File: config.mk
export PLATFORM = sky130hd
export DESIGN_NAME = alu_ctrl_encode_stage_flat
export DESIGN_NICKNAME = d
export VERILOG_FILES = /design/src/rtl/alu_ctrl_encode_stage_if.sv /design/src/rtl/alu_ctrl_encode_stage.sv /design/src/flat_wrapper.sv
export SDC_FILE = /design/constraint.sdc
export NUM_CORES = 1
export LEC_CHECK = 0
export ABC_AREA = 1
export CAP_MARGIN = 20
export CORE_MARGIN = 5
export CORE_UTILIZATION = 60
export DETAILED_ROUTE_END_ITERATION = 10
export DONT_BUFFER_PORTS = 1
export GPL_TIMING_DRIVEN = 0
export HOLD_SLACK_MARGIN = 0.15
export MAX_ROUTING_LAYER = met4
export PLACE_DENSITY = 0.76
export SYNTH_ARGS = -nofsm -noshare
export SYNTH_HDL_FRONTEND = slang
export SYNTH_SLANG_ARGS = --single-unit
File: constraint.sdc
create_clock -name clk -period 1.9 [get_ports clk]
set_clock_uncertainty 0.1 [all_clocks]
set_input_delay 0.095 -clock clk [delete_from_list [all_inputs] [get_ports clk]]
set_output_delay 0.095 -clock clk [all_outputs]
set_load 0.01 [all_outputs]
File: src/rtl/alu_ctrl_encode_stage_if.sv
// ============================================================================
// Module      : alu_ctrl_encode_stage_if
// Description : Fetch-side and execute-side handshake bundle for the
//               ALU-control encode stage. The fetch side presents instruction
//               and PC. The execute side receives the decoded ALU control.
// Revision    : 1.0  initial release
// ============================================================================
`default_nettype none
`timescale 1ns/1ps

interface alu_ctrl_encode_stage_if #(
  parameter int WIDTH = 16,
  parameter int OPW   = 3
);
  // fetch -> stage
  logic             in_valid;
  logic             in_ready;
  logic [WIDTH-1:0] in_instr;
  logic [WIDTH-1:0] in_pc;

  // stage -> execute
  logic             out_valid;
  logic             out_ready;
  logic [OPW-1:0]   out_aluop;
  logic [WIDTH-1:0] out_b_imm;
  logic             out_b_is_imm;
  logic [2:0]       out_sr1;
  logic [2:0]       out_sr2;
  logic [2:0]       out_dr;
  logic             out_ld_reg;
  logic [WIDTH-1:0] out_pc;

  // environment side: drives fetch data and execute back-pressure
  modport master (
    output in_valid, in_instr, in_pc, out_ready,
    input  in_ready, out_valid, out_aluop, out_b_imm, out_b_is_imm,
           out_sr1, out_sr2, out_dr, out_ld_reg, out_pc
  );

  // stage side
  modport slave (
    input  in_valid, in_instr, in_pc, out_ready,
    output in_ready, out_valid, out_aluop, out_b_imm, out_b_is_imm,
           out_sr1, out_sr2, out_dr, out_ld_reg, out_pc
  );
endinterface

`default_nettype wire

File: src/rtl/alu_ctrl_encode_stage.sv
// ============================================================================
// Module      : alu_ctrl_encode_stage
// Description : Decodes LC-3b instructions into ALU op, B-immediate and
//               register indices. Registered stage with a main output slot
//               and a skid slot, so in_ready comes straight from a flop.
//               Flush squashes all held entries and any same-cycle input.
// Revision    : 1.0  initial release
// ============================================================================
`default_nettype none
`timescale 1ns/1ps

module alu_ctrl_encode_stage #(
  parameter int WIDTH = 16,
  parameter int OPW   = 3
) (
  input  wire logic               clk,
  input  wire logic               reset_n,
  input  wire logic               flush,
  alu_ctrl_encode_stage_if.slave  bus
);

  localparam logic [3:0] c_OP_ADD  = 4'b0001;
  localparam logic [3:0] c_OP_AND  = 4'b0101;
  localparam logic [3:0] c_OP_NOT  = 4'b1001;
  localparam logic [3:0] c_OP_SHF  = 4'b1101;
  localparam logic [3:0] c_OP_LEA  = 4'b1110;
  localparam logic [3:0] c_OP_TRAP = 4'b1111;

  localparam logic [OPW-1:0] c_ALU_ADD  = OPW'(0);
  localparam logic [OPW-1:0] c_ALU_AND  = OPW'(1);
  localparam logic [OPW-1:0] c_ALU_NOT  = OPW'(2);
  localparam logic [OPW-1:0] c_ALU_PASS = OPW'(3);
  localparam logic [OPW-1:0] c_ALU_SLL  = OPW'(4);
  localparam logic [OPW-1:0] c_ALU_SRL  = OPW'(5);
  localparam logic [OPW-1:0] c_ALU_SRA  = OPW'(6);
  localparam logic [OPW-1:0] c_ALU_TRAP = OPW'(7);

  typedef struct packed {
    logic [OPW-1:0]   aluop;
    logic [WIDTH-1:0] b_imm;
    logic             b_is_imm;
    logic [2:0]       sr1;
    logic [2:0]       sr2;
    logic [2:0]       dr;
    logic             ld_reg;
    logic [WIDTH-1:0] pc;
  } entry_t;

  entry_t r_main;
  logic   r_main_valid;
  entry_t r_skid;
  logic   r_skid_valid;
  logic   r_in_ready;

  entry_t w_dec;
  entry_t w_main_nxt;
  logic   w_main_valid_nxt;
  entry_t w_skid_nxt;
  logic   w_skid_valid_nxt;
  logic   w_in_fire;
  logic   w_out_fire;
  logic   w_main_free;
  logic [3:0] w_op;

  assign w_op        = bus.in_instr[15:12];
  // in_ready is already low whenever the skid slot is occupied, so an input
  // transfer can never coincide with a full skid slot.
  assign w_in_fire   = bus.in_valid & r_in_ready;
  assign w_out_fire  = r_main_valid & bus.out_ready;
  assign w_main_free = ~r_main_valid | w_out_fire;

  // Decode the instruction currently presented by fetch.
  always_comb begin
    w_dec          = '0;
    w_dec.aluop    = c_ALU_PASS;
    w_dec.sr1      = bus.in_instr[8:6];
    w_dec.sr2      = bus.in_instr[2:0];
    w_dec.dr       = bus.in_instr[11:9];
    w_dec.pc       = bus.in_pc;
    unique case (w_op)
      c_OP_ADD, c_OP_AND: begin
        w_dec.aluop  = (w_op == c_OP_ADD) ? c_ALU_ADD : c_ALU_AND;
        w_dec.ld_reg = 1'b1;
        if (bus.in_instr[5]) begin
          w_dec.b_is_imm = 1'b1;
          w_dec.b_imm    = {{(WIDTH-5){bus.in_instr[4]}}, bus.in_instr[4:0]};
        end
      end
      c_OP_NOT: begin
        w_dec.aluop  = c_ALU_NOT;
        w_dec.ld_reg = 1'b1;
      end
      c_OP_SHF: begin
        w_dec.ld_reg   = 1'b1;
        w_dec.b_is_imm = 1'b1;
        w_dec.b_imm    = {{(WIDTH-4){1'b0}}, bus.in_instr[3:0]};
        unique case (bus.in_instr[5:4])
          2'b01:   w_dec.aluop = c_ALU_SRL;
          2'b11:   w_dec.aluop = c_ALU_SRA;
          default: w_dec.aluop = c_ALU_SLL;
        endcase
      end
      c_OP_LEA: begin
        w_dec.aluop    = c_ALU_ADD;
        w_dec.ld_reg   = 1'b1;
        w_dec.b_is_imm = 1'b1;
        w_dec.b_imm    = {{(WIDTH-10){bus.in_instr[8]}}, bus.in_instr[8:0], 1'b0};
      end
      c_OP_TRAP: begin
        w_dec.aluop    = c_ALU_TRAP;
        w_dec.ld_reg   = 1'b1;
        w_dec.b_is_imm = 1'b1;
        w_dec.b_imm    = {{(WIDTH-9){1'b0}}, bus.in_instr[7:0], 1'b0};
        w_dec.dr       = 3'd7;
      end
      default: begin
        w_dec.aluop = c_ALU_PASS;
      end
    endcase
  end

  // Slot steering: the skid entry refills main first, preserving FIFO order.
  // New input goes to main when it is free and to skid otherwise.
  always_comb begin
    w_main_nxt       = r_main;
    w_main_valid_nxt = r_main_valid;
    w_skid_nxt       = r_skid;
    w_skid_valid_nxt = r_skid_valid;
    if (flush) begin
      w_main_valid_nxt = 1'b0;
      w_skid_valid_nxt = 1'b0;
    end else if (w_main_free) begin
      if (r_skid_valid) begin
        w_main_nxt       = r_skid;
        w_main_valid_nxt = 1'b1;
        w_skid_valid_nxt = 1'b0;
      end else if (w_in_fire) begin
        w_main_nxt       = w_dec;
        w_main_valid_nxt = 1'b1;
      end else begin
        w_main_valid_nxt = 1'b0;
      end
    end else if (w_in_fire) begin
      w_skid_nxt       = w_dec;
      w_skid_valid_nxt = 1'b1;
    end
  end

  // Slot registers. in_ready is registered as "skid slot will be empty".
  always_ff @(posedge clk or negedge reset_n) begin
    if (!reset_n) begin
      r_main       <= '0;
      r_main_valid <= 1'b0;
      r_skid       <= '0;
      r_skid_valid <= 1'b0;
      r_in_ready   <= 1'b1;
    end else begin
      r_main       <= w_main_nxt;
      r_main_valid <= w_main_valid_nxt;
      r_skid       <= w_skid_nxt;
      r_skid_valid <= w_skid_valid_nxt;
      r_in_ready   <= ~w_skid_valid_nxt;
    end
  end

  assign bus.in_ready     = r_in_ready;
  assign bus.out_valid    = r_main_valid;
  assign bus.out_aluop    = r_main.aluop;
  assign bus.out_b_imm    = r_main.b_imm;
  assign bus.out_b_is_imm = r_main.b_is_imm;
  assign bus.out_sr1      = r_main.sr1;
  assign bus.out_sr2      = r_main.sr2;
  assign bus.out_dr       = r_main.dr;
  assign bus.out_ld_reg   = r_main.ld_reg;
  assign bus.out_pc       = r_main.pc;

endmodule

`default_nettype wire

File: src/flat_wrapper.sv
// flat-port wrapper written by rule: the top's interface ports become plain ports
module alu_ctrl_encode_stage_flat 
#(
  parameter int WIDTH = 16,
  parameter int OPW   = 3
)
  (clk, reset_n, flush, bus_in_valid, bus_in_instr, bus_in_pc, bus_out_ready, bus_in_ready, bus_out_valid, bus_out_aluop, bus_out_b_imm, bus_out_b_is_imm, bus_out_sr1, bus_out_sr2, bus_out_dr, bus_out_ld_reg, bus_out_pc);
  alu_ctrl_encode_stage_if #(.WIDTH(WIDTH), .OPW(OPW)) bus_i ();
  input  wire logic clk;
  input  wire logic reset_n;
  input  wire logic flush;
  input wire logic [$bits(bus_i.in_valid)-1:0] bus_in_valid;
  input wire logic [$bits(bus_i.in_instr)-1:0] bus_in_instr;
  input wire logic [$bits(bus_i.in_pc)-1:0] bus_in_pc;
  input wire logic [$bits(bus_i.out_ready)-1:0] bus_out_ready;
  output wire logic [$bits(bus_i.in_ready)-1:0] bus_in_ready;
  output wire logic [$bits(bus_i.out_valid)-1:0] bus_out_valid;
  output wire logic [$bits(bus_i.out_aluop)-1:0] bus_out_aluop;
  output wire logic [$bits(bus_i.out_b_imm)-1:0] bus_out_b_imm;
  output wire logic [$bits(bus_i.out_b_is_imm)-1:0] bus_out_b_is_imm;
  output wire logic [$bits(bus_i.out_sr1)-1:0] bus_out_sr1;
  output wire logic [$bits(bus_i.out_sr2)-1:0] bus_out_sr2;
  output wire logic [$bits(bus_i.out_dr)-1:0] bus_out_dr;
  output wire logic [$bits(bus_i.out_ld_reg)-1:0] bus_out_ld_reg;
  output wire logic [$bits(bus_i.out_pc)-1:0] bus_out_pc;
  assign bus_i.in_valid = bus_in_valid;
  assign bus_i.in_instr = bus_in_instr;
  assign bus_i.in_pc = bus_in_pc;
  assign bus_i.out_ready = bus_out_ready;
  assign bus_in_ready = bus_i.in_ready;
  assign bus_out_valid = bus_i.out_valid;
  assign bus_out_aluop = bus_i.out_aluop;
  assign bus_out_b_imm = bus_i.out_b_imm;
  assign bus_out_b_is_imm = bus_i.out_b_is_imm;
  assign bus_out_sr1 = bus_i.out_sr1;
  assign bus_out_sr2 = bus_i.out_sr2;
  assign bus_out_dr = bus_i.out_dr;
  assign bus_out_ld_reg = bus_i.out_ld_reg;
  assign bus_out_pc = bus_i.out_pc;
  alu_ctrl_encode_stage #(.WIDTH(WIDTH), .OPW(OPW)) u_core (.clk(clk), .reset_n(reset_n), .flush(flush), .bus(bus_i));
endmodule
======== After elaboration in Yosys (flattened, before gate mapping) ========
Index checks and enable logic that the tools add are counted.
Widths: inputs -> output; s select.
storage, ports and cells
  output and inout bits ................... 48
  word-level logic and storage cells ...... 56
  input port bits ......................... 37
  register bits ........................... 95
cells by class
  equality and inequality tests ........... 8
  reductions and logical operators ........ 6
  bitwise operators ....................... 7
  multiplexer cells ....................... 16
operators by type and width
  operator            number
  $mux 46             2
  $pmux 17 s4         1
  $mux 17             1
  $eq 4x4->1 const B  4
  $pmux 3 s5          1
  $mux 1              9
  $reduce_and 3->1    2
  $reduce_or 6->1     1
  $eq 4x1->1 const B  1
  $eq 4x3->1 const B  1
  $not 1->1           4
  $pmux 2 s2          1
  $reduce_bool 2->1   2
  $mux 3              1
  $and 1x1->1         2
  $eq 2x1->1 const B  1
  $eq 2x2->1 const B  1
  $reduce_or 2->1     1
  $or 1x1->1          1

======== Longest topological paths before layout ========
  word-level depth ........................ 5
  gate-level depth with buffers ........... 10
  mapped depth without buffers ............ 8

======== Worst setup path before layout ========
Ideal clock, no wire load.
  path kind ............................... flip-flop to flip-flop
  start point ............................. register u_core.r_in_ready, in the netlist u_core.bus.in_ready
  end point ............................... register u_core.r_main, in the netlist u_core.bus.out_b_is_imm
  arrival time ............................ 1317 ps
  period minus slack after synthesis ...... 1481 ps
  setup slack ............................. 419 ps
  path buffers ............................ 1
  stages on the path, launching flop included .. 8
  library setup time ...................... 65 ps
  required time ........................... 1735 ps
  cell sequence ........................... dfstp_2 -> nand2_1 -> nand2_1 -> nand3_2 -> buf_6 -> a21oi_1 -> o21ai_0 -> nand2_1
on the way
  longest elaborated chain between the ends .. 3
RTL lines
  element                      line                          source
  from (decl)                  alu_ctrl_encode_stage.sv:53   logic r_in_ready;
  from (signal assigned)       alu_ctrl_encode_stage.sv:162  r_in_ready <= ~w_skid_valid_nxt;
  $and 1x1->1                  alu_ctrl_encode_stage.sv:68   assign w_in_fire = bus.in_valid & r_in_ready;
  $reduce_bool 2->1 (no line)  n/a
  $reduce_and 3->1 (no line)   n/a
  to (signal assigned)         alu_ctrl_encode_stage.sv:158  r_main <= w_main_nxt;
  to (decl)                    alu_ctrl_encode_stage.sv:49   entry_t r_main;
No other way between the ends.
A chain may end at the register's enable or synchronous reset.

======== Worst setup path after layout ========
  start point ............................. input port bus_in_instr[13]
  end point ............................... register u_core.r_skid[34] (netlist bit)
on the way
  longest elaborated chain between the ends .. 3
  elaborated cells between the ends (all ways) .. 7
  those cells by class .................... eq/ne: 5; mux: 1; reduce/logical: 1
RTL lines
  element                                   line                          source
  from (decl)                               flat_wrapper.sv:13            input wire logic [$bits(bus_i.in_instr)-1:0] bus_in_instr;
  $eq 4x3->1 or $eq 4x1->1 (tied branches)  alu_ctrl_encode_stage.sv:80   unique case (w_op)
  $reduce_or 2->1                           alu_ctrl_encode_stage.sv:80
  $pmux 17 s4 (*)                           alu_ctrl_encode_stage.sv:80
  to (signal assigned)                      alu_ctrl_encode_stage.sv:160  r_skid <= w_skid_nxt;
  to (decl)                                 alu_ctrl_encode_stage.sv:51   entry_t r_skid;
Mark *: on every way between the ends. The rest lies on a longest branch, timed or not.

==> metrics <==
syn nets=491; final worst slack=between 60 and 70 ps; worst min-delay path class=in2async; fin cells=between 500 and 600; crit end category=register; critical path class=in2reg; required time of the critical path=2070 ps; Arr. time, crit path=roughly 2000 ps; Final Hold Fails=83; Reg with most FFs=u_core.r_skid; Clock Root Buffer=clkbuf_8; First-pass DRT Iterations=5; Ports=85; total CTS buffers=9; failing checks=negative hold slack; LEAKAGE=about 2.3 nW; largest net degree at the start of global routing=84; Clk Latency, worst-skew pair=360 ps; area grow syn2layout=18.7%; fin util=just over 70%; CTS sink count=83; DP Cell Count=531; Diodes inserted=0; worst vdd ir=0.634 mV; PD cells=977 nW/um2; Crit-path slowest cell=dlygate4sd3_1; cells after synthesis=454; initial antenna violation count=0; Die Ht=89.8 um; GPL Wtd Cong=0.863; initial drt markers=211; post-layout net count=541; Mean Syn Cell Area=about 8.4 um2; synthesis-stage register bit count=83; worst hold margin=-683 ps; final worst path period share=between 90 and 100%; gr ovfl total=0; postcts setup bufs=0; Max H-tree Level=3; vias per cell=5.65; DP Worst Slack=180 ps; count of final setup violators=0; minimum clock period=between 1500 and 2000 ps; family with the most delay on the worst path=buffers and inverters; startpoint types=input port; setup TNS=0 ps; vias in the first global route=3359; Highest Clock Rate=545 MHz; worst slew pin tran=557 ps; drt total wl=9790 um; CP Max Fanout=6; Core ar.=6280 um2; crit-path cells=dlygate4sd3_1, nor2_4, nand3_2, dlygate4sd3_1, a31oi_1; outcome=complete, but fails checks; Post-CTS Hold Buffers=39; share of post-route cells with drive strength above 1=12.6%; Netlist Area Pre-Place=3820 um2; Cell Rows=29; sum of buffers and inverters on the critical path=2; Die W=between 80 and 90 um; All-Layer GR Usage=25.8%; CTS tree=built; Yosys cell types=23; critical path's largest stage delay=about 700 ps; Rel. slew slack=62.9%; Initial Utilization=between 60% and 70%; global-route wire length before repair=16500 um; port buffer count=0; Vias=3309; DRT antenna net count=0; Bufs on Longest Clock Path=2; Seq/Total Area, Yosys=approximately 54%; drt drc=0; Largest register FFs=40; r2r setup slk=about 120 ps; Ys Warns=0; CTS clk-pin slew, worst paths=100 ps; HPWL Detailed=6530 um; die area=roughly 8100 um2; number of max-cap violations=0; fin. max-slew vios=0; CP dominant cell by count=dlygate4sd3_1; Wirelength per Cell=approximately 17 um
-- final timing paths --
path	startpoint	endpoint	cells after the start
setup / recovery	bus_in_instr[13]	u_core.r_skid[34]	5
hold / removal	reset_n	u_core.r_skid[3]	0
setup reg to reg	u_core.bus.in_ready	u_core.bus.out_ld_reg	6
hold reg to reg	u_core.r_skid[24]	u_core.r_skid[24]	2
max in group asynchronous	reset_n	u_core.bus.in_ready	0
min in group clk	bus_in_pc[14]	u_core.r_skid[14]	3
-- layout make-up --
type	instances	area [um2]
Buffer	29	184
Sequential cell	83	2080
Tap cell	77	96.3
Inverter	44	168
Clock buffer	9	124
Timing Repair Buffer	39	390
Fill cell	511	1740
Multi-Input combinational cell	298	1410
Clock inverter	7	83.8
-- routing by layer --
metal / track usage, % / vias to the layer above / share of wire [%]
li1: - / 1562 / -
met1: 34.8 / 1590 / 43
met3: 5.26 / 29 / 6.5
met2: 38.8 / 128 / 48
met5: - / - / 0
met4: 9.57 / 0 / 2.3
-- per-stage QoR --
step                      instance area [um2]  power (mW)  hold slack [ps]
after floorplan                          3820        2.88             -301
after global placement                   3920        3.00             -298
after detailed placement                 3920        3.05             -299
after CTS                                4510        4.43             -687
after global routing                     4530        4.67             -694
final                                    4530        4.43             -683
-- synthesized netlist by cell type --
master | count | share of area (%)
a21oi_1 | 6 | 0.79
a31oi_1 | 12 | 2.0
buf_2 | 10 | 1.3
buf_4 | 6 | 1.2
buf_6 | 5 | 1.5
clkbuf_1 | 7 | 0.69
clkbuf_2 | 1 | 0.13
dfrtp_1 | 82 | 54
dfstp_2 | 1 | 0.69
inv_1 | 40 | 3.9
inv_2 | 4 | 0.39
nand2_1 | 139 | 14
nand3_1 | 16 | 2.1
nand3_2 | 2 | 0.52
nand4_1 | 3 | 0.49
nor2_1 | 26 | 2.6
nor2_2 | 3 | 0.49
nor2_8 | 1 | 0.52
o211ai_1 | 4 | 0.79
o21ai_0 | 61 | 8.0
o21ai_1 | 11 | 1.4
o21ai_2 | 13 | 3.0
or2_2 | 1 | 0.16
-- power by group --
part | switching, mW | internal [mW] | leakage [nW] | total (mW)
sequential | 0.288 | 2.13 | 1.04 | 2.42
combinational | 0.377 | 0.304 | 1.18 | 0.681
clock | 0.699 | 0.630 | 0.102 | 1.33
-- worst register-to-register path, cell delays in order, from the launching register on --
cell     delay [ps]
dfstp_2         560
nand2_1         150
nand2_1         160
nand3_4         150
inv_4           160
o21ai_0         120
o21ai_0         270
-- cells in the final DEF, fill, tap and decap left out, drive strengths merged --
| cell | count |
|---|---|
| nand4 | 3 |
| nand3 | 18 |
| buf | 22 |
| a21oi | 6 |
| clkbuf | 16 |
| o211ai | 4 |
| nor2 | 30 |
| or2 | 1 |
| inv | 47 |
| dfrtp | 82 |
| clkinv | 2 |
| bufinv | 1 |
| nand2 | 139 |
| clkinvlp | 1 |
| a31oi | 12 |
| dlygate4sd3 | 39 |
| o21ai | 85 |
| dfstp | 1 |
-- logic make-up after synthesis --
family,after synthesis,synth area share (%)
DFF,83,54.4
and+or+nand+nor,191,20.5
AOI/OAI and AO/OA,107,16.0
buffers and inverters,73,9.11
-- repair_timing --
action / in CTS / in global routing
resized for setup: 0 / 7
endpoints found under the hold margin: 166 / 83
endpoints found under the setup margin: 0 / 12
Power figures use the tool's default switching activity.
